**config.mk**
```make
export PLATFORM = sky130hd
export DESIGN_NAME = debounce_pulse_gen
export DESIGN_NICKNAME = d
export VERILOG_FILES = /design/src/rtl/debounce_pkg.sv /design/src/rtl/sync_2ff.sv /design/src/rtl/debounce_pulse_gen.sv
export SDC_FILE = /design/constraint.sdc
export NUM_CORES = 1
export LEC_CHECK = 0
export CORE_MARGIN = 4
export CORE_UTILIZATION = 42
export DETAILED_ROUTE_END_ITERATION = 10
export PLACE_DENSITY_LB_ADDON = 0.3
export SLEW_MARGIN = 20
export SYNTH_ARGS = -nofsm -noshare
export SYNTH_HDL_FRONTEND = slang
export SYNTH_HIERARCHICAL = 1
export SYNTH_SLANG_ARGS = --single-unit
```
**constraint.sdc**
```tcl
create_clock -name clk -period 2.3 [get_ports clk]
set_input_delay 0.345 -clock clk [delete_from_list [all_inputs] [get_ports clk]]
set_output_delay 0.345 -clock clk [all_outputs]
set_load 0.01 [all_outputs]
```
**src/rtl/debounce_pkg.sv**
```systemverilog
// Shared types and defaults for the button debounce / press-pulse front end.
package debounce_pkg;

  localparam int unsigned STATE_W         = 2;
  localparam int unsigned DEFAULT_CNT_MAX = 4;
  localparam int unsigned DEFAULT_CNT_W   = 16;

  typedef enum logic [STATE_W-1:0] {
    LOW      = 2'b00,
    RISE_CHK = 2'b01,
    HIGH     = 2'b10,
    FALL_CHK = 2'b11
  } state_t;

endpackage

```
**src/rtl/sync_2ff.sv**
```systemverilog
// Single-bit two-flop synchroniser; synchronous active-low reset clears both stages.
module sync_2ff (
  input  logic clk,
  input  logic rst,
  input  logic d,
  output logic q
);

  logic q1;

  always_ff @(posedge clk) begin
    if (!rst) begin
      q1 <= 1'b0;
      q  <= 1'b0;
    end else begin
      q1 <= d;
      q  <= q1;
    end
  end

endmodule

```
**src/rtl/debounce_pulse_gen.sv**
```systemverilog
// Synchronises and debounces a raw button level, emitting one registered
// single-cycle pulse per accepted press plus the debounced level.
module debounce_pulse_gen
  import debounce_pkg::*;
#(
  parameter int unsigned CNT_MAX = DEFAULT_CNT_MAX,
  parameter int unsigned CNT_W   = DEFAULT_CNT_W
) (
  input  logic               clk,
  input  logic               rst,
  input  logic               btn_in,
  output logic               pulse_out,
  output logic               level_out,
  output logic [STATE_W-1:0] p_state,
  output logic [CNT_W-1:0]   cnt_dbg
);

  localparam logic [CNT_W-1:0] CNT_LAST = CNT_W'(CNT_MAX - 1);

  logic             btn_s;
  state_t           state_q, state_n;
  logic [CNT_W-1:0] cnt_q, cnt_n;
  logic             pulse_n;
  logic             level_n;

  sync_2ff u_sync (
    .clk (clk),
    .rst (rst),
    .d   (btn_in),
    .q   (btn_s)
  );

  // State, stability counter and output registers.
  always_ff @(posedge clk) begin
    if (!rst) begin
      state_q   <= LOW;
      cnt_q     <= '0;
      pulse_out <= 1'b0;
      level_out <= 1'b0;
    end else begin
      state_q   <= state_n;
      cnt_q     <= cnt_n;
      pulse_out <= pulse_n;
      level_out <= level_n;
    end
  end

  // Next state, counter and output decode.
  always_comb begin
    state_n = state_q;
    cnt_n   = cnt_q;
    pulse_n = 1'b0;

    case (state_q)
      LOW: begin
        if (btn_s) begin
          state_n = RISE_CHK;
          cnt_n   = '0;
        end
      end
      RISE_CHK: begin
        if (!btn_s) begin
          state_n = LOW;
          cnt_n   = '0;
        end else if (cnt_q == CNT_LAST) begin
          state_n = HIGH;
          cnt_n   = '0;
          pulse_n = 1'b1;
        end else begin
          cnt_n = cnt_q + CNT_W'(1);
        end
      end
      HIGH: begin
        if (!btn_s) begin
          state_n = FALL_CHK;
          cnt_n   = '0;
        end
      end
      FALL_CHK: begin
        if (btn_s) begin
          state_n = HIGH;
          cnt_n   = '0;
        end else if (cnt_q == CNT_LAST) begin
          state_n = LOW;
          cnt_n   = '0;
        end else begin
          cnt_n = cnt_q + CNT_W'(1);
        end
      end
      // Corrupted state recovers to idle.
      default: begin
        state_n = LOW;
        cnt_n   = '0;
      end
    endcase

    level_n = (state_n == HIGH) || (state_n == FALL_CHK);
  end

  assign p_state = state_q;
  assign cnt_dbg = cnt_q;

endmodule

```
# Word-level counts from Yosys, hierarchy flattened
# Index checks and enable logic that the tools add are counted.
op_classes:
  mux: 14
  bitwise_logic: 0
  magnitude_cmp: 0
  n_reduce_logical: 4
  eq_ne: 8
  n_mul: 0
  div: 0
  add_sub_neg: 1
  n_shift: 0
ops:
  columns: ["cell", "n"]
  rows:
  - ["$mux 16", 5]
  - ["$pmux 16 s4", 1]
  - ["$add 16x1->16 const B", 1]
  - ["$eq 16x2->1 const B", 1]
  - ["$mux 2", 6]
  - ["$eq 2x2->1 const B", 4]
  - ["$pmux 2 s4", 1]
  - ["$reduce_and 3->1", 1]
  - ["$eq 2x1->1 const B", 1]
  - ["$logic_not 2->1", 1]
  - ["$ne 2x1->1 const B", 1]
  - ["$ne 2x2->1 const B", 1]
  - ["$reduce_and 2->1", 1]
  - ["$logic_or 1x1->1", 1]
  - ["$mux 1", 1]
totals:
  n_memories: 0
  ram_bits: 0
  latchBits: 0
  romBits: 0
  out_inout_bits: 20
  reg_bits: 22
  input_bits: 3
  wordCells: 33

# Logic depth before layout (Yosys ltp)
# Gate-level depths: netlist of the first run.
depth:
  depth_word: 6
  ltp_mapped: 6
  mapped_depth_nobuf: 5

# By module
# Netlist of the first run, hierarchy kept.
by_module_without_submodules:
  columns: ["mod", "cells_per_inst", "n_inst", "area_per_inst_um2", "seq_area_each_um2"]
  rows:
  - ["debounce_pulse_gen", 103, 1, 938.4, 400.4]
  - ["sync_2ff", 4, 1, 52.6, 40.0]

# Worst setup path after synthesis of the first run
# No wires, ideal clock.
synth_path:
  kind: "register -> register"
  from: "register cnt_q[0] (netlist: cnt_dbg[0])"
  to: "register cnt_q[11] (netlist: cnt_dbg[11])"
  setup_ns: 0.122
  synth_period_minus_slack_ns: 2.175
  arrival_time_ns: 2.053
  setup_slack_ns: 0.125
  n_path_buf: 1
  required_time_ns: 2.178
  stages_incl_launch_ff: 7
  cell_sequence: "dfxtp_1 -> ha_1 -> or4b_1 -> or4_4 -> a22oi_4 -> buf_6 -> a21oi_1"
synth_between:
  elab_chain_len: 4
  word_cells_on_any_way: 6
  classes_between: "add/sub: 1; eq/ne: 1; mux: 4"
synth_lines:
  columns: ["item", "line", "text"]
  rows:
  - ["start: declaration", "debounce_pulse_gen.sv:22", "logic [CNT_W-1:0] cnt_q, cnt_n;"]
  - ["start signal: assignment", "debounce_pulse_gen.sv:42", "cnt_q <= cnt_n;"]
  - ["$add 16x1->16 or $eq 16x2->1 (tied branches)", null, null]
  - ["$mux 16 *", "debounce_pulse_gen.sv:65, debounce_pulse_gen.sv:83", null]
  - ["$mux 16, on equally long branches", "debounce_pulse_gen.sv:80, debounce_pulse_gen.sv:62", null]
  - ["$pmux 16 s4 *", "debounce_pulse_gen.sv:54", "case (state_q)"]
# Every way passes the cells marked *; elsewhere a longest branch is shown, timed or not.
# A chain may end at the register's enable or synchronous reset.

# Worst setup path after layout of the first run
layout_path:
  from: "register cnt_q[0] (netlist: cnt_dbg[0])"
  to: "register cnt_q[5] (netlist: cnt_dbg[5])"
# The elaborated chain is that of the path after synthesis.

==> run metrics, run 1 <==
outcome=complete, no violations; Max Slew Vio Count=0; RSZ-0062 raised after global routing=no; H-tree lvl count=1; WL per Instance=~13 um; share of post-route cells with drive strength above 1=under 10%; crit path max fanout=14; Routed Antenna Nets=0; Final nets=140; largest area contributor in the netlist=dfxtp_1; clk_skew=between 0.0008 and 0.0009 ns; Setup TNS Final=0 ns; Final Critical Period=2.200 ns; first-pass GRT wire length=3650 um; fillers=220; chip width=56.58 um; Setup Buffers After CTS=0; Ports=23; top cells by area, synth=dfxtp_1, xor2_1, or3_1, a21oi_1, o21ai_0; count of final hold-check violations=0; largest net degree at the start of global routing=15; WP data arrival=2.38 ns; CP Data Required Time=around 2.5 ns; CTS Sinks=22; initial antenna violation count=0; # Max-Cap Violations=0; hold_buf cts=0; DR iter-0 viols=18; detailed-route DRC error count=0; Post-Syn Area=991.0 sq um; synthesized net count=between 100 and 150; Root Driver=clkbuf_4; via count=912; PwrDens=445.9 nW/um^2; Distinct cells, synth=30; placeable core area=2233 sq um; Crit. End Element=flip-flop; Peak supply drop=0.3310 mV; slew margin rel.=between 40 and 50%; PortBufs=22; Mapped Cells=approximately 110; number of global-route vias before repair=roughly 870; Max clock buf depth=2; Final Cycle Share=95.66%; YS warnings=6; CTS tree=done; Post-synth EDFFs=0; asr flop ratio synth=0%; Routability Congestion=0.7894; drt via density=5.630; final hold slack=approximately 0.45 ns; Setup CP Type=reg2reg; Yosys reg bits=22; GRT Residual Overflow=0; Achievable Freq=0.4545 GHz; Num CTS Buffers=3; clk slew on worst S/H paths=0.11 ns; min-delay worst type=reg2reg; predominant post-synthesis flop cell=dfxtp_1; die area=3201 sq um; area share of the largest cell type after synthesis=44.44%; layout overhead on the synthesized area=29.92%; first-pass iteration count of the detailed router=4; Die Y=56.58 um; Total GRT Usage=14.22%; CP startpoint kind=flip-flop; dpl hpwl=1626 um; Rows=17; syn avg cell area=9.261 sq um; final setup fails=0; Starting Density=44.37%; cts repair resizes=0; Final Total Pwr=0.0005740 W; Clk Latency, worst-skew pair=between 0.2 and 0.3 ns; slew of the pin with the lowest slew margin=0.7493 ns; n_diodes=0; Post-Route WL=roughly 2200 um; register area share after synthesis=44.44%; Pleak=between 0.4 and 0.5 nW
==> cell usage in the layout (no fill, tap or decap), types with 2 or more instances in the layout <==
cell type	instances
a21boi_0	2
a21oi_1	8
and2_1	2
and3_1	6
buf_4	5
clkbuf_4	3
clkdlybuf4s50_1	22
dfxtp_1	22
inv_1	2
nand2_1	6
nand3_1	3
nor2_1	7
nor2b_1	2
o2111ai_1	4
o211ai_1	2
o21ai_0	8
or3_1	8
or4_1	4
xor2_1	6
==> state kept, by name, indices dropped and copies added, names as in the netlist <==
register,count
p_state,2
pulse_out,1
u_sync/q1,1
cnt_dbg,16
level_out,1
u_sync/q,1
==> stage by stage <==
step	util, %	std cells	worst slack [ns]	instance area, sq um
after floorplan	-	107	0.1251	991.0
after global placement	56.64	159	0.1435	1265
after detailed placement	56.64	159	0.1002	1265
after CTS	57.65	162	0.06363	1287
after global routing	57.65	162	0.01073	1287
final	57.65	162	0.09986	1287
==> power by group <==
part | switching (W) | total [W] | internal, W
Combinational | 0.0000146 | 0.0000254 | 0.0000108
Sequential | 0.000000949 | 0.000384 | 0.000383
Clock | 0.000104 | 0.000165 | 0.0000609
Total | 0.000119 | 0.000574 | 0.000455
==> cell type report <==
| class | instances | area (sq um) | share of cell area (%) |
|---|---|---|---|
| timing repair buffer | 27 | 257.7 | 20.02 |
| inverter | 2 | 7.507 | 0.5831 |
| multi-input combinational | 80 | 524.3 | 40.72 |
| tap | 28 | 35.03 | 2.721 |
| clock buffer | 3 | 22.52 | 1.749 |
| sequential | 22 | 440.4 | 34.21 |
==> cell usage after synthesis, types with 2 or more instances <==
cell type  number
nor2b_1         2
and3_1          6
o211ai_1        2
o2111ai_1       4
clkbuf_1        2
a21boi_0        2
xor2_1          6
a21oi_1         8
dfxtp_1        22
or4_1           4
and2_1          2
inv_1           2
nand2_1         6
or3_1           8
nand3_1         3
o21ai_0         8
nor2_1          7
==> path summary, 6_finish.rpt <==
check	startpoint	end	slack [ns]	cells after the start
min	u_sync/q1	u_sync/q	0.45	1
max reg2reg	cnt_dbg[0]	cnt_dbg[5]	0.1	5
max	cnt_dbg[0]	cnt_dbg[5]	0.1	5
min reg2reg	u_sync/q1	u_sync/q	0.45	1
==> per-layer routing <==
| metal | up-vias | wire, um | GRT usage [%] |
|---|---|---|---|
| met5 | - | 0 | 0 |
| met4 | 0 | 17 | 5.085 |
| met2 | 16 | 1067 | 24.92 |
| met1 | 443 | 989 | 17.27 |
| li1 | 451 | - | - |
| met3 | 2 | 75 | 2.299 |
==> cell families after synthesis <==
family / after synthesis / share of synthesized area [%]
multiplexers: 1 / 1.010
adder cells (fa/ha/maj): 1 / 1.262
AND/OR/NAND/NOR: 45 / 26.89
XOR/XNOR: 7 / 6.187
buffers and inverters: 5 / 2.652
AO/OA/AOI/OAI: 26 / 17.55
flip-flops: 22 / 44.44
==> worst max-delay path: stages (launching register included) <==
cell and delay [ns]:
dfxtp_1 0.35, ha_1 0.23, or4b_1 0.48, or4_4 0.56
a22oi_4 0.37, nor2_1 0.10
No activity file was read; power rests on OpenSTA's default activity.
==> run 2, diff against run 1 <==
--- a/config.mk
+++ b/config.mk
@@ -6,9 +6,10 @@
 export NUM_CORES = 1
 export LEC_CHECK = 0
 export CORE_MARGIN = 4
-export CORE_UTILIZATION = 42
+export CORE_UTILIZATION = 45
 export DETAILED_ROUTE_END_ITERATION = 10
 export PLACE_DENSITY_LB_ADDON = 0.3
+export SETUP_SLACK_MARGIN = 0.15
 export SLEW_MARGIN = 20
 export SYNTH_ARGS = -nofsm -noshare
 export SYNTH_HDL_FRONTEND = slang
==> run metrics, run 2 (synthesis results as in run 1) <==
outcome=complete, no violations; Cells after DPL=157; DR iter-0 viols=10; Ports=23; CP Buf/Inv Count=0; PwrDens=467.5 nW/um^2; Max Slew Vio Count=0; CP Data Required Time=2.49 ns; crit path max fanout=7; via count=904; detailed-route DRC error count=0; min-delay src=u_sync/q1; Routability Congestion=around 0.82; Core Util, Final=between 60% and 70%; met3 usage=2.413%; most frequent cells in the layout=clkdlybuf4s50_1, dfxtp_1, or3_1, o21ai_0, a21oi_1; Clk Latency, worst-skew pair=0.30 ns; number of global-route vias before repair=approximately 830; dpl hpwl=1539 um; biggest cell delay along the critical path=just under 0.6 ns; Die Y=54.93 um; placeable core area=~2000 sq um; hold_buf cts=0; die area=3017 sq um; Final Critical Period=about 2.1 ns; Final Cycle Share=90.06%; slowest CP cell=or4_1; Root Driver=clkbuf_4; first-pass iteration count of the detailed router=4; hold path endpoint=u_sync/q; slew of the pin with the lowest slew margin=~0.64 ns; Rows=16; GR peak layer=met2; R2R cell count=5; Max clock buf depth=2; chip width=54.93 um; Reg-to-Reg Start=cnt_dbg[0]; GRT met1 Usage=between 20% and 30%; final setup fails=0; worst slack, placed=0.08164 ns; reg-to-reg endpoint=level_out; WP data arrival=roughly 2.3 ns; most common cell after layout, fill and taps aside=clkdlybuf4s50_1; layout overhead on the synthesized area=33.46%; WL per Instance=13.26 um; GRT Residual Overflow=0; crit-path cells=ha_2 > or4b_1 > or4_1 > mux2i_1 > nor2b_1; CP startpoint kind=flip-flop; min-delay worst type=reg2reg; Crit. End Element=flip-flop; count of final hold-check violations=0; RSZ-0062 raised after global routing=no; number of flip-flops under the largest register name=16; Layout Cells excl Fill=162; Starting Density=between 40% and 50%; Achievable Freq=~0.48 GHz; Total GRT Usage=16.70%; share of post-route cells with drive strength above 1=11.11%; Setup CP Type=reg2reg; Routed Antenna Nets=0; initial antenna violation count=0; Num CTS Buffers=3; hold-critical path depth=1; drt via density=5.580; clk slew on worst S/H paths=0.11 ns; n_diodes=0; worst setup margin=0.2285 ns; Peak supply drop=0.3777 mV; delay-heaviest family, CP=simple AND/OR/NAND/NOR gates; CTS tree=done; Post-Route WL=2148 um; first-pass GRT wire length=about 3700 um; CTS Sinks=22; clk_skew=0.01156 ns; PortBufs=22; met2 Use GR=25.79%; # Max-Cap Violations=0; largest net degree at the start of global routing=15; Reg2Reg Setup Slack=0.23 ns; Pleak=0.4696 nW; Setup TNS Final=0 ns; H-tree lvl count=1; slew margin rel.=56.99%; Final nets=140; final hold slack=0.4381 ns
run 2: changes by cell type in the layout (fill, tap and decap cells not counted):
cell / before / now
dfxtp_1: 22 / 20
clkbuf_8: 0 / 1
buf_12: 0 / 1
ha_1: 1 / 0
buf_4: 5 / 4
ha_2: 0 / 1
dfxtp_4: 0 / 2
run 2: per-stage QoR:
step	power, W	instance area, sq um
6_report	0.0006182	1323
3_3_place_gp	0.0004168	1261
3_5_place_dp	0.0004174	1261
4_1_cts	0.0006275	1318
5_1_grt	0.0006456	1323
2_1_floorplan	0.0004094	996.0
run 2: worst reg2reg max path, stage by stage (launching register included):
cell	delay, ns
dfxtp_4	0.39
ha_2	0.21
or4b_1	0.47
or4_1	0.58
mux2i_1	0.25
nor2b_1	0.07
run 2: cell type report:
class	count	area, sq um
Inverter	2	7.507
Clock buffer	4	36.28
Tap cell	27	33.78
Sequential cell	22	447.9
Timing Repair Buffer	27	270.3
Multi-Input combinational cell	80	526.8
Fill cell	177	699.4
run 2: what timing repair did:
item,in CTS,in global routing
pin swaps,1,1
gates resized for setup,0,2
setup endpoints to repair,14,16
buffers inserted,1,0
run 2: worst max-delay path by stage:
| stage | start | to | slack (ns) | depth (start not counted) |
|---|---|---|---|---|
| floorplan | cnt_dbg[0] | cnt_dbg[11] | 0.21 | 6 |
| global placement | cnt_dbg[0] | cnt_dbg[3] | 0.14 | 5 |
| detailed placement | cnt_dbg[0] | cnt_dbg[3] | 0.08 | 5 |
| CTS | cnt_dbg[0] | cnt_dbg[15] | 0.19 | 6 |
| global route | cnt_dbg[0] | level_out | 0.16 | 5 |
| finish | cnt_dbg[0] | level_out | 0.23 | 5 |
run 2: routing by layer:
layer,vias to the layer above,wire [um]
met5,-,0
met4,0,16
met3,2,67
met2,15,995
met1,430,1068
li1,457,-
run 2: power by group:
group / total, W / leakage [nW] / switching, W / internal [W]
combinational: 0.0000309 / 0.269 / 0.0000154 / 0.0000155
clock: 0.000205 / 0.0210 / 0.000109 / 0.0000965
sequential: 0.000382 / 0.179 / 0.00000113 / 0.000381
==> run 3, diff against run 2 <==
--- a/config.mk
+++ b/config.mk
@@ -5,6 +5,7 @@
 export SDC_FILE = /design/constraint.sdc
 export NUM_CORES = 1
 export LEC_CHECK = 0
+export ABC_CLOCK_PERIOD_IN_PS = 2300
 export CORE_MARGIN = 4
 export CORE_UTILIZATION = 45
 export DETAILED_ROUTE_END_ITERATION = 10
==> results of run 3 <==
Same layout as run 2: the final DEF is identical, and so are final timing and power.
